<file path="src/rtl/instruction_encoder_pkg.sv">
// -----------------------------------------------------------------------------
// instruction_encoder_pkg
// Shared definitions for the instruction encoder (and its companion decoder):
//   - opcode constants
//   - instruction-word field bit positions
//   - controller state encoding
//   - helper functions to classify and encode an instruction
// -----------------------------------------------------------------------------
package instruction_encoder_pkg;

    // Opcode constants
    localparam logic [7:0] OP_NOP = 8'h00;
    localparam logic [7:0] OP_LDA = 8'h01;
    localparam logic [7:0] OP_STA = 8'h02;
    localparam logic [7:0] OP_ADD = 8'h03;
    localparam logic [7:0] OP_SUB = 8'h04;

    // Instruction-word field positions
    localparam int OPC_MSB = 31;
    localparam int OPC_LSB = 24;
    localparam int DST_MSB = 23;   // rd for LDA/ADD/SUB, rs1 for STA
    localparam int DST_LSB = 20;
    localparam int IMM_MSB = 15;
    localparam int IMM_LSB = 0;
    localparam int RS1_MSB = 7;
    localparam int RS1_LSB = 4;
    localparam int RS2_MSB = 3;
    localparam int RS2_LSB = 0;

    // Controller states
    typedef enum logic [1:0] {
        ST_IDLE  = 2'd0,
        ST_LOAD  = 2'd1,
        ST_FLUSH = 2'd2,
        ST_DONE  = 2'd3
    } enc_state_e;

    // True when the opcode is one the encoder knows how to lay out.
    function automatic logic is_known_opcode(input logic [7:0] opcode);
        logic known;
        case (opcode)
            OP_NOP, OP_LDA, OP_STA, OP_ADD, OP_SUB: known = 1'b1;
            default:                                known = 1'b0;
        endcase
        return known;
    endfunction

    // Build the 32-bit instruction word. Fields not used by the opcode are
    // dropped; unknown opcodes keep only the opcode byte.
    function automatic logic [31:0] encode_instr(
        input logic [7:0]  opcode,
        input logic [3:0]  rs1,
        input logic [3:0]  rs2,
        input logic [3:0]  rd,
        input logic [15:0] imm
    );
        logic [31:0] word;
        word                  = 32'h0000_0000;
        word[OPC_MSB:OPC_LSB] = opcode;
        case (opcode)
            OP_LDA: begin
                word[DST_MSB:DST_LSB] = rd;
                word[IMM_MSB:IMM_LSB] = imm;
            end
            OP_STA: begin
                word[DST_MSB:DST_LSB] = rs1;
                word[IMM_MSB:IMM_LSB] = imm;
            end
            OP_ADD, OP_SUB: begin
                word[DST_MSB:DST_LSB] = rd;
                word[RS1_MSB:RS1_LSB] = rs1;
                word[RS2_MSB:RS2_LSB] = rs2;
            end
            default: begin
                // NOP (opcode 0) and unknown opcodes carry the opcode byte only
                word[OPC_MSB:OPC_LSB] = opcode;
            end
        endcase
        return word;
    endfunction

endpackage

</file>
<file path="src/rtl/instruction_encoder_if.sv">
// -----------------------------------------------------------------------------
// instruction_encoder_if
// Groups the encoder's control, instruction-stream and memory-write signals.
//   master : the environment (drives start/fields/mem_ready, observes status)
//   slave  : the encoder
// Signals:
//   i_start, i_base_addr, i_length      program-load request
//   i_valid, o_ready, i_opcode, i_rs1,
//   i_rs2, i_rd, i_i                    instruction-field handshake
//   o_mem_we, o_mem_addr, o_mem_wdata,
//   i_mem_ready                         memory write port
//   o_busy, o_done, o_error             status
// -----------------------------------------------------------------------------
interface instruction_encoder_if #(
    parameter int ADDR_W = 8
);
    logic              i_start;
    logic [ADDR_W-1:0] i_base_addr;
    logic [ADDR_W:0]   i_length;
    logic              i_valid;
    logic              o_ready;
    logic [7:0]        i_opcode;
    logic [3:0]        i_rs1;
    logic [3:0]        i_rs2;
    logic [3:0]        i_rd;
    logic [15:0]       i_i;
    logic              o_mem_we;
    logic [ADDR_W-1:0] o_mem_addr;
    logic [31:0]       o_mem_wdata;
    logic              i_mem_ready;
    logic              o_busy;
    logic              o_done;
    logic              o_error;

    modport master (
        output i_start, i_base_addr, i_length,
        output i_valid, i_opcode, i_rs1, i_rs2, i_rd, i_i,
        output i_mem_ready,
        input  o_ready, o_mem_we, o_mem_addr, o_mem_wdata,
        input  o_busy, o_done, o_error
    );

    modport slave (
        input  i_start, i_base_addr, i_length,
        input  i_valid, i_opcode, i_rs1, i_rs2, i_rd, i_i,
        input  i_mem_ready,
        output o_ready, o_mem_we, o_mem_addr, o_mem_wdata,
        output o_busy, o_done, o_error
    );

endinterface

</file>
<file path="src/rtl/instruction_encoder_fifo.sv">
// -----------------------------------------------------------------------------
// instruction_fifo
// Small 32-bit word buffer between the encoder and the memory write port.
// Flags and the head word are registered so the write port is driven
// straight from flops.
// Ports:
//   clk, rst   clock, asynchronous active-high reset (empties the buffer)
//   push, din  write a word (ignored when full)
//   pop        drop the head word (ignored when empty)
//   full       no free slot
//   empty      no buffered word
//   dout       head word (zero while empty)
//   count      current occupancy
// -----------------------------------------------------------------------------
module instruction_fifo #(
    parameter int DEPTH = 2
) (
    input  logic                     clk,
    input  logic                     rst,
    input  logic                     push,
    input  logic [31:0]              din,
    input  logic                     pop,
    output logic                     full,
    output logic                     empty,
    output logic [31:0]              dout,
    output logic [$clog2(DEPTH):0]   count
);
    localparam int PTR_W = $clog2(DEPTH);
    localparam int CNT_W = PTR_W + 1;
    localparam logic [PTR_W-1:0] PTR_ONE = PTR_W'(1'b1);

    logic [31:0]      mem_r [DEPTH];
    logic [PTR_W-1:0] wr_ptr_r;
    logic [PTR_W-1:0] rd_ptr_r;
    logic [CNT_W-1:0] count_r;
    logic             full_r;
    logic             empty_r;
    logic [31:0]      head_r;

    logic             do_push_s;
    logic             do_pop_s;
    logic [PTR_W-1:0] rd_ptr_next_s;
    logic [CNT_W-1:0] count_next_s;
    logic [31:0]      head_next_s;

    assign do_push_s = push & ~full_r;
    assign do_pop_s  = pop & ~empty_r;

    // Next read pointer, occupancy and head word.
    always_comb begin
        rd_ptr_next_s = rd_ptr_r;
        count_next_s  = count_r + CNT_W'(do_push_s) - CNT_W'(do_pop_s);
        head_next_s   = 32'h0000_0000;
        if (do_pop_s) begin
            rd_ptr_next_s = rd_ptr_r + PTR_ONE;
        end else begin
            rd_ptr_next_s = rd_ptr_r;
        end
        // The incoming word becomes the head only when it lands in the slot
        // the read pointer is about to point at (buffer will hold exactly one).
        if (count_next_s == {CNT_W{1'b0}}) begin
            head_next_s = 32'h0000_0000;
        end else if (do_push_s && (wr_ptr_r == rd_ptr_next_s)) begin
            head_next_s = din;
        end else begin
            head_next_s = mem_r[rd_ptr_next_s];
        end
    end

    // Storage, pointers, occupancy and registered flags.
    always_ff @(posedge clk or posedge rst) begin
        if (rst) begin
            for (int i = 0; i < DEPTH; i++) begin
                mem_r[i] <= 32'h0000_0000;
            end
            wr_ptr_r <= {PTR_W{1'b0}};
            rd_ptr_r <= {PTR_W{1'b0}};
            count_r  <= {CNT_W{1'b0}};
            full_r   <= 1'b0;
            empty_r  <= 1'b1;
            head_r   <= 32'h0000_0000;
        end else begin
            if (do_push_s) begin
                mem_r[wr_ptr_r] <= din;
                wr_ptr_r        <= wr_ptr_r + PTR_ONE;
            end
            rd_ptr_r <= rd_ptr_next_s;
            count_r  <= count_next_s;
            full_r   <= (count_next_s == CNT_W'(DEPTH));
            empty_r  <= (count_next_s == {CNT_W{1'b0}});
            head_r   <= head_next_s;
        end
    end

    assign full  = full_r;
    assign empty = empty_r;
    assign dout  = head_r;
    assign count = count_r;

endmodule

</file>
<file path="src/rtl/instruction_encoder.sv">
// -----------------------------------------------------------------------------
// instruction_encoder
// Accepts a stream of instruction fields, encodes each into a 32-bit word and
// writes the words to consecutive instruction-memory addresses starting at a
// base address. A small buffer decouples field acceptance from memory
// back-pressure.
// Ports:
//   i_clk    clock, rising edge
//   i_reset  asynchronous active-high reset
//   bus      instruction_encoder_if.slave (start/length, field handshake,
//            memory write port, busy/done/error status)
// -----------------------------------------------------------------------------
module instruction_encoder
    import instruction_encoder_pkg::*;
#(
    parameter int ADDR_W     = 8,
    parameter int FIFO_DEPTH = 2
) (
    input  logic                  i_clk,
    input  logic                  i_reset,
    instruction_encoder_if.slave  bus
);
    localparam int LEN_W = ADDR_W + 1;
    localparam int CNT_W = $clog2(FIFO_DEPTH) + 1;
    localparam logic [CNT_W-1:0]  DEPTH_C  = CNT_W'(FIFO_DEPTH);
    localparam logic [LEN_W-1:0]  LEN_ONE  = LEN_W'(1'b1);
    localparam logic [ADDR_W-1:0] ADDR_ONE = ADDR_W'(1'b1);

    enc_state_e        state_r;
    enc_state_e        state_next_s;

    logic [ADDR_W-1:0] addr_r;
    logic [LEN_W-1:0]  length_r;
    logic [LEN_W-1:0]  accepted_r;
    logic [LEN_W-1:0]  written_r;
    logic              error_r;
    logic              ready_r;
    logic              busy_r;
    logic              done_r;

    logic              start_accept_s;
    logic              push_s;
    logic              pop_s;
    logic              known_s;
    logic [31:0]       word_s;
    logic [LEN_W-1:0]  accepted_next_s;
    logic [LEN_W-1:0]  length_next_s;
    logic [CNT_W-1:0]  count_next_s;
    logic              ready_next_s;

    logic              fifo_full_s;
    logic              fifo_empty_s;
    logic [31:0]       fifo_dout_s;
    logic [CNT_W-1:0]  fifo_count_s;

    assign start_accept_s = (state_r == ST_IDLE) && bus.i_start;
    assign push_s         = bus.i_valid & ready_r & ~fifo_full_s;
    assign pop_s          = ~fifo_empty_s & bus.i_mem_ready;
    assign word_s         = encode_instr(bus.i_opcode, bus.i_rs1, bus.i_rs2, bus.i_rd, bus.i_i);
    assign known_s        = is_known_opcode(bus.i_opcode);
    assign count_next_s   = fifo_count_s + CNT_W'(push_s) - CNT_W'(pop_s);

    instruction_fifo #(
        .DEPTH (FIFO_DEPTH)
    ) u_fifo (
        .clk   (i_clk),
        .rst   (i_reset),
        .push  (push_s),
        .din   (word_s),
        .pop   (pop_s),
        .full  (fifo_full_s),
        .empty (fifo_empty_s),
        .dout  (fifo_dout_s),
        .count (fifo_count_s)
    );

    // Controller next-state logic.
    always_comb begin
        state_next_s = state_r;
        case (state_r)
            ST_IDLE: begin
                if (bus.i_start) begin
                    if (bus.i_length == {LEN_W{1'b0}}) begin
                        state_next_s = ST_DONE;
                    end else begin
                        state_next_s = ST_LOAD;
                    end
                end else begin
                    state_next_s = ST_IDLE;
                end
            end
            ST_LOAD: begin
                if (push_s && ((accepted_r + LEN_ONE) == length_r)) begin
                    state_next_s = ST_FLUSH;
                end else begin
                    state_next_s = ST_LOAD;
                end
            end
            ST_FLUSH: begin
                if (written_r == length_r) begin
                    state_next_s = ST_DONE;
                end else begin
                    state_next_s = ST_FLUSH;
                end
            end
            ST_DONE: begin
                state_next_s = ST_IDLE;
            end
            default: begin
                state_next_s = ST_IDLE;
            end
        endcase
    end

    // o_ready is registered, so it is computed from next-cycle values of the
    // state, buffer occupancy and accepted count.
    always_comb begin
        accepted_next_s = accepted_r;
        length_next_s   = length_r;
        ready_next_s    = 1'b0;
        if (start_accept_s) begin
            accepted_next_s = {LEN_W{1'b0}};
            length_next_s   = bus.i_length;
        end else if (push_s) begin
            accepted_next_s = accepted_r + LEN_ONE;
        end else begin
            accepted_next_s = accepted_r;
        end
        if ((state_next_s == ST_LOAD) && (count_next_s < DEPTH_C) &&
            (accepted_next_s < length_next_s)) begin
            ready_next_s = 1'b1;
        end else begin
            ready_next_s = 1'b0;
        end
    end

    // Controller state register.
    always_ff @(posedge i_clk or posedge i_reset) begin
        if (i_reset) begin
            state_r <= ST_IDLE;
        end else begin
            state_r <= state_next_s;
        end
    end

    // Address and progress counters.
    always_ff @(posedge i_clk or posedge i_reset) begin
        if (i_reset) begin
            addr_r     <= {ADDR_W{1'b0}};
            length_r   <= {LEN_W{1'b0}};
            accepted_r <= {LEN_W{1'b0}};
            written_r  <= {LEN_W{1'b0}};
        end else begin
            if (start_accept_s) begin
                addr_r     <= bus.i_base_addr;
                length_r   <= bus.i_length;
                accepted_r <= {LEN_W{1'b0}};
                written_r  <= {LEN_W{1'b0}};
            end else begin
                accepted_r <= accepted_next_s;
                if (pop_s) begin
                    // Address wraps naturally at 2^ADDR_W
                    addr_r    <= addr_r + ADDR_ONE;
                    written_r <= written_r + LEN_ONE;
                end
            end
        end
    end

    // Registered status outputs.
    always_ff @(posedge i_clk or posedge i_reset) begin
        if (i_reset) begin
            error_r <= 1'b0;
            ready_r <= 1'b0;
            busy_r  <= 1'b0;
            done_r  <= 1'b0;
        end else begin
            if (start_accept_s) begin
                error_r <= 1'b0;
            end else if (push_s && !known_s) begin
                error_r <= 1'b1;
            end
            ready_r <= ready_next_s;
            busy_r  <= (state_next_s != ST_IDLE);
            done_r  <= (state_next_s == ST_DONE);
        end
    end

    assign bus.o_ready     = ready_r;
    assign bus.o_busy      = busy_r;
    assign bus.o_done      = done_r;
    assign bus.o_error     = error_r;
    assign bus.o_mem_we    = ~fifo_empty_s;
    assign bus.o_mem_addr  = addr_r;
    assign bus.o_mem_wdata = fifo_dout_s;

endmodule
</file>
<file path="src/flat_wrapper.sv">
// flat-port wrapper written by rule: the top's interface ports become plain ports
module instruction_encoder_flat import instruction_encoder_pkg::*;
#(
    parameter int ADDR_W     = 8,
    parameter int FIFO_DEPTH = 2
)
  (i_clk, i_reset, bus_i_start, bus_i_base_addr, bus_i_length, bus_i_valid, bus_i_opcode, bus_i_rs1, bus_i_rs2, bus_i_rd, bus_i_i, bus_i_mem_ready, bus_o_ready, bus_o_mem_we, bus_o_mem_addr, bus_o_mem_wdata, bus_o_busy, bus_o_done, bus_o_error);
  instruction_encoder_if #(.ADDR_W(ADDR_W)) bus_i ();
  input  logic i_clk;
  input  logic i_reset;
  input wire logic [$bits(bus_i.i_start)-1:0] bus_i_start;
  input wire logic [$bits(bus_i.i_base_addr)-1:0] bus_i_base_addr;
  input wire logic [$bits(bus_i.i_length)-1:0] bus_i_length;
  input wire logic [$bits(bus_i.i_valid)-1:0] bus_i_valid;
  input wire logic [$bits(bus_i.i_opcode)-1:0] bus_i_opcode;
  input wire logic [$bits(bus_i.i_rs1)-1:0] bus_i_rs1;
  input wire logic [$bits(bus_i.i_rs2)-1:0] bus_i_rs2;
  input wire logic [$bits(bus_i.i_rd)-1:0] bus_i_rd;
  input wire logic [$bits(bus_i.i_i)-1:0] bus_i_i;
  input wire logic [$bits(bus_i.i_mem_ready)-1:0] bus_i_mem_ready;
  output wire logic [$bits(bus_i.o_ready)-1:0] bus_o_ready;
  output wire logic [$bits(bus_i.o_mem_we)-1:0] bus_o_mem_we;
  output wire logic [$bits(bus_i.o_mem_addr)-1:0] bus_o_mem_addr;
  output wire logic [$bits(bus_i.o_mem_wdata)-1:0] bus_o_mem_wdata;
  output wire logic [$bits(bus_i.o_busy)-1:0] bus_o_busy;
  output wire logic [$bits(bus_i.o_done)-1:0] bus_o_done;
  output wire logic [$bits(bus_i.o_error)-1:0] bus_o_error;
  assign bus_i.i_start = bus_i_start;
  assign bus_i.i_base_addr = bus_i_base_addr;
  assign bus_i.i_length = bus_i_length;
  assign bus_i.i_valid = bus_i_valid;
  assign bus_i.i_opcode = bus_i_opcode;
  assign bus_i.i_rs1 = bus_i_rs1;
  assign bus_i.i_rs2 = bus_i_rs2;
  assign bus_i.i_rd = bus_i_rd;
  assign bus_i.i_i = bus_i_i;
  assign bus_i.i_mem_ready = bus_i_mem_ready;
  assign bus_o_ready = bus_i.o_ready;
  assign bus_o_mem_we = bus_i.o_mem_we;
  assign bus_o_mem_addr = bus_i.o_mem_addr;
  assign bus_o_mem_wdata = bus_i.o_mem_wdata;
  assign bus_o_busy = bus_i.o_busy;
  assign bus_o_done = bus_i.o_done;
  assign bus_o_error = bus_i.o_error;
  instruction_encoder #(.ADDR_W(ADDR_W), .FIFO_DEPTH(FIFO_DEPTH)) u_core (.i_clk(i_clk), .i_reset(i_reset), .bus(bus_i));
endmodule
</file>
<file path="config.mk">
export PLATFORM = sky130hd
export DESIGN_NAME = instruction_encoder_flat
export DESIGN_NICKNAME = d
export VERILOG_FILES = /design/src/rtl/instruction_encoder_pkg.sv /design/src/rtl/instruction_encoder_if.sv /design/src/rtl/instruction_encoder_fifo.sv /design/src/rtl/instruction_encoder.sv /design/src/flat_wrapper.sv
export SDC_FILE = /design/constraint.sdc
export NUM_CORES = 1
export LEC_CHECK = 0
export CORE_MARGIN = 2
export CORE_UTILIZATION = 45
export DETAILED_ROUTE_END_ITERATION = 10
export HOLD_SLACK_MARGIN = 0.05
export PLACE_DENSITY = 0.7
export SLEW_MARGIN = 20
export SYNTH_ARGS = -nofsm -noshare
export SYNTH_HDL_FRONTEND = slang
export SYNTH_HIERARCHICAL = 1
export SYNTH_SLANG_ARGS = --single-unit
</file>
<file path="constraint.sdc">
create_clock -name i_clk -period 8.45 [get_ports i_clk]
set_clock_uncertainty 0.05 [all_clocks]
set_input_delay 2.535 -clock i_clk [delete_from_list [all_inputs] [get_ports i_clk]]
set_output_delay 2.535 -clock i_clk [all_outputs]
set_load 0.05 [all_outputs]
</file>
==> metrics.txt <==
# TYPE chip_impl_metric gauge
chip_impl_metric{name="die_height",unit="um"} 128.6
chip_impl_metric{name="syn-cell-area",unit="sq um"} 6990
chip_impl_metric{name="worst_r2r_path_depth",unit=""} 12
chip_impl_metric{name="io_buffers",unit=""} 102
chip_impl_info{name="critical_path.startpoint_type",value="input port"} 1
chip_impl_metric{name="hold_fix_buffers_at_cts",unit=""} 0
chip_impl_metric{name="postLayoutCellArea",unit="sq um"} 8813
chip_impl_info{name="list_of_cells_traversed_by_the_critical_path",value="clkdlybuf4s50_1 -> nand3b_1 -> inv_2 -> nor2b_1 -> clkinv_1 -> ha_1 -> inv_1 -> ha_1 -> xnor2_1 -> xnor2_1 -> nor2_2 -> buf_4 -> a311oi_1"} 1
chip_impl_metric{name="post_cts.repair.setup_buffers",unit=""} 0
chip_impl_info{name="critPathCaptureType",value="flip-flop"} 1
chip_impl_info{name="min-delay-start",value="u_core/u_fifo/mem_r[2]"} 1
chip_impl_metric{name="cts.htree.levels",unit=""} 4
chip_impl_metric{name="totalWireLength",unit="mm"} 17.27
chip_impl_metric{name="worst_slew_pin_slew",unit="ns"} 1.037
chip_impl_metric{name="min_path_cells",unit=""} 1
chip_impl_info{name="status",value="finished, final reports clean"} 1
chip_impl_metric{name="dpl_cell_area",unit="sq um"} 8212
chip_impl_metric{name="p_leak",unit="nW"} 3.815
chip_impl_metric{name="power_report.internal_total",unit="mW"} 1.885
chip_impl_metric{name="fin_max_slew_vios",unit=""} 0
chip_impl_metric{name="ant_nets",unit=""} 0
chip_impl_metric{name="netlist_instances",unit=""} 647
chip_impl_metric{name="vdd_drop_max",unit="V"} 0.0002300
chip_impl_metric{name="fp-row-count",unit=""} 45
chip_impl_info{name="timing.hold.worst_endpoint",value="u_core/u_fifo/mem_r[2]"} 1
chip_impl_metric{name="track_usage",unit="%"} 21.94
chip_impl_metric{name="cts_repair_resize_count",unit=""} 0
chip_impl_metric{name="start_util",unit="%"} 45.98
chip_impl_metric{name="number_of_register_bits_inferred_by_synthesis",unit=""} 143
chip_impl_metric{name="combPwrFrac",unit="%"} 44.5
chip_impl_metric{name="drc",unit=""} 0
chip_impl_metric{name="cp_slowest_stage_delay",unit="ns"} 0.56
chip_impl_metric{name="required_worst_endpoint",unit="ns"} 8.68
chip_impl_metric{name="drt_pre_antenna_iters",unit=""} 6
chip_impl_metric{name="wire_length_of_the_first_global_routing_pass",unit="mm"} 27.98
chip_impl_metric{name="drt_iter0_markers",unit=""} 383
chip_impl_metric{name="grt_pass1_vias",unit=""} 5556
chip_impl_metric{name="num-nets-final",unit=""} 823
chip_impl_metric{name="fmax",unit="GHz"} 0.1848
chip_impl_metric{name="p_switching",unit="mW"} 1.426
chip_impl_metric{name="clock_buffer_depth",unit=""} 2
chip_impl_info{name="setup_repair_after_global_routing_missed_its_margin",value="false"} 1
chip_impl_info{name="cell_taking_the_most_area_after_synthesis",value="dfrtp_1"} 1
chip_impl_info{name="post_synth_main_area_contributors",value="dfrtp_1 51%, mux2_2 10%, nand2_1 4.7%"} 1
chip_impl_metric{name="clock-sinks",unit=""} 143
chip_impl_metric{name="sw_frac_of_total",unit="%"} 43.06
chip_impl_metric{name="rrSetupSlack",unit="ns"} 5.10
chip_impl_metric{name="avgSynthCellArea",unit="sq um"} 10.80
chip_impl_metric{name="place.detailed.hpwl",unit="mm"} 11.48
chip_impl_metric{name="post_drt_via_cell_ratio",unit=""} 5.652
chip_impl_metric{name="synthArstFlopShare",unit="%"} 100.0
chip_impl_metric{name="post-route-period-util",unit="%"} 64.05
chip_impl_metric{name="fp.coreArea",unit="sq um"} 15200
chip_impl_metric{name="grt_antenna_before_repair",unit=""} 0
chip_impl_metric{name="routabilityCongestion",unit=""} 0.8788
chip_impl_metric{name="yosys_warnings",unit=""} 6
chip_impl_metric{name="hold_viol_final",unit=""} 0
chip_impl_metric{name="pwr_density_cell",unit="nW/um^2"} 375.6
chip_impl_metric{name="layout_min_cycle_time",unit="ns"} 5.412
chip_impl_metric{name="max-cap-violations",unit=""} 0
chip_impl_metric{name="routedWlPerCell",unit="um"} 18.14
chip_impl_metric{name="dieWidth",unit="um"} 128.6
chip_impl_metric{name="crit_arrival",unit="ns"} 5.64
chip_impl_info{name="synth.most_common_cell",value="dfrtp_1"} 1
chip_impl_metric{name="grt_remaining_overflow",unit=""} 0
chip_impl_metric{name="clk_transition_reported_paths",unit="ns"} 0.06
chip_impl_metric{name="totalNegativeSetupSlack",unit="ns"} 0
chip_impl_metric{name="fill_cells",unit=""} 1267
chip_impl_info{name="timing.hold.worst.class",value="flip-flop to flip-flop"} 1
chip_impl_metric{name="clkLatencyLatePin",unit="ns"} 0.42
chip_impl_info{name="start_of_the_worst_register_to_register_path",value="u_core/u_fifo/full"} 1
chip_impl_metric{name="timing.critical_path.fanout_max",unit=""} 19
chip_impl_metric{name="diodes",unit=""} 0
chip_impl_info{name="worstSetupPathType",value="input port to flip-flop"} 1
chip_impl_info{name="critical_path_slowest_stage_cell",value="nor2_2"} 1
chip_impl_info{name="ctsRootBufferMaster",value="clkbuf_16"} 1
chip_impl_metric{name="synth_cell_type_count",unit=""} 56
chip_impl_metric{name="design.die.area",unit="sq um"} 16550
chip_impl_info{name="cts_tree",value="yes"} 1
chip_impl_metric{name="layout_area_overhead",unit="%"} 26.08
chip_impl_metric{name="synth_sequential_area_ratio",unit="%"} 51.21
chip_impl_metric{name="synth_top_area_share",unit="%"} 50.83
chip_impl_metric{name="largest_net_degree_at_the_start_of_global_routing",unit=""} 71
chip_impl_info{name="synthTopCellsByCount",value="142 x dfrtp_1, 87 x nand2_1, 64 x mux2_2, 41 x nor2_1, 35 x nor3_1"} 1
chip_impl_metric{name="post_route_cells_drive_above_1_share",unit="%"} 15.97
chip_impl_metric{name="final-setup-viol-count",unit=""} 0
chip_impl_metric{name="pwr-share-clk",unit="%"} 22.9
chip_impl_metric{name="total_clock_buffers_created_by_cts",unit=""} 17
chip_impl_metric{name="power_frac_seq",unit="%"} 32.6
chip_impl_metric{name="worst_slew_margin_rel",unit="%"} 30.70
chip_impl_metric{name="synth-edff-count",unit=""} 0
chip_impl_info{name="synth_ff_type",value="dfrtp_1"} 1
chip_impl_metric{name="io-pin-count",unit=""} 103
chip_impl_metric{name="via_count",unit=""} 5381
chip_impl_info{name="timing.rr.end",value="u_core/u_fifo/dout[7]"} 1
how the worst max path moves through the flow:
stage                          startpoint                     end  slack [ns]
after global placement    bus_i_mem_ready  u_core/u_fifo/dout[28]        2.64
final                         bus_i_valid   u_core/u_fifo/dout[7]        3.04
after global routing          bus_i_valid   u_core/u_fifo/dout[7]        2.76
after floorplan                   i_reset  u_core/u_fifo/count[0]        3.19
after detailed placement      bus_i_valid  u_core/u_fifo/dout[21]        2.64
after CTS                     bus_i_valid   u_core/u_fifo/dout[7]        3.07
placed cells by master (no fill, tap or decap), types with 6 or more instances in the layout:
cell type	netlist	layout
inv_6	0	6
nor2_1	41	39
clkdlybuf4s50_1	0	102
inv_1	16	14
nor2b_1	8	8
o21ai_0	13	13
a311oi_1	32	32
dfrtp_1	142	142
mux2_2	64	64
buf_4	4	9
a21oi_1	14	14
and2_1	8	8
xnor2_1	21	20
nor3_1	35	35
mux2i_1	10	10
ha_1	14	14
clkbuf_16	0	17
nand3_1	6	6
a22o_1	8	8
conb_1	1	12
xor2_1	26	26
nand2_1	87	87
and3_1	6	6
nand4_1	6	6
per-stage QoR:
| step | total power [mW] | util [%] | worst slack [ns] | hold slack (ns) | instances |
|---|---|---|---|---|---|
| final | 3.311 | 57.98 | 3.038 | 0.4557 | 952 |
| after global routing | 3.489 | 57.98 | 2.762 | 0.4683 | 952 |
| after CTS | 3.332 | 57.98 | 3.070 | 0.4575 | 952 |
| after detailed placement | 2.558 | 54.02 | 2.642 | 0.4430 | 920 |
| after global placement | 2.519 | 54.02 | 2.637 | 0.4363 | 920 |
| after floorplan | 2.074 | - | 3.191 | 0.4292 | 658 |
final cells by class:
cell class	count	area (sq um)	share of cell area [%]
sequential	143	3580	40.62
multi-input combinational	460	3238	36.74
timing repair buffer	111	1089	12.35
clock buffer	19	452.9	5.139
tap	188	235.2	2.669
clock inverter	13	148.9	1.689
inverter	18	70.07	0.7950
logic make-up after synthesis:
group / share of synthesized area (%)
muxes: 11.90
adders and majority gates: 2.506
AOI/OAI and AO/OA: 9.719
other: 0.05364
DFF: 51.21
buffers and inverters: 3.544
and+or+nand+nor: 14.95
xor gates and xnor gates: 6.121
critical path, delay by kind of cell:
kind / cells / cell delay [ns]
compound gates: 1 / 0.10
simple gates: 3 / 1.04
buf+inv: 5 / 1.19
xor+xnor: 2 / 0.29
fa+ha+maj: 2 / 0.46
sequential cells by signal, summed over array words and instances, names as in the netlist, 2 cells and up:
signal / flops
u_core/accepted_r: 9
u_core/bus.o_mem_addr: 8
u_core/length_r: 9
u_core/state_r: 2
u_core/u_fifo/count: 2
u_core/u_fifo/dout: 32
u_core/u_fifo/mem_r: 64
u_core/written_r: 9
metal layers:
metal	vias to the layer above	global-route usage [%]	wire length (um)
met5	-	0	0
met1	2704	27.25	7381
li1	2484	-	-
met3	26	5.696	912
met2	167	37.14	8670
met4	0	8.056	300
power groups by stage:
stage,logic [mW],clock network (mW),registers (mW)
3_3_place_gp,1.44,0,1.08
3_5_place_dp,1.47,0,1.09
5_1_grt,1.58,0.803,1.10
6_report,1.47,0.759,1.08
2_1_floorplan,0.756,0,1.32
4_1_cts,1.48,0.775,1.08
Note: power is estimated with default switching activity, not from simulation.
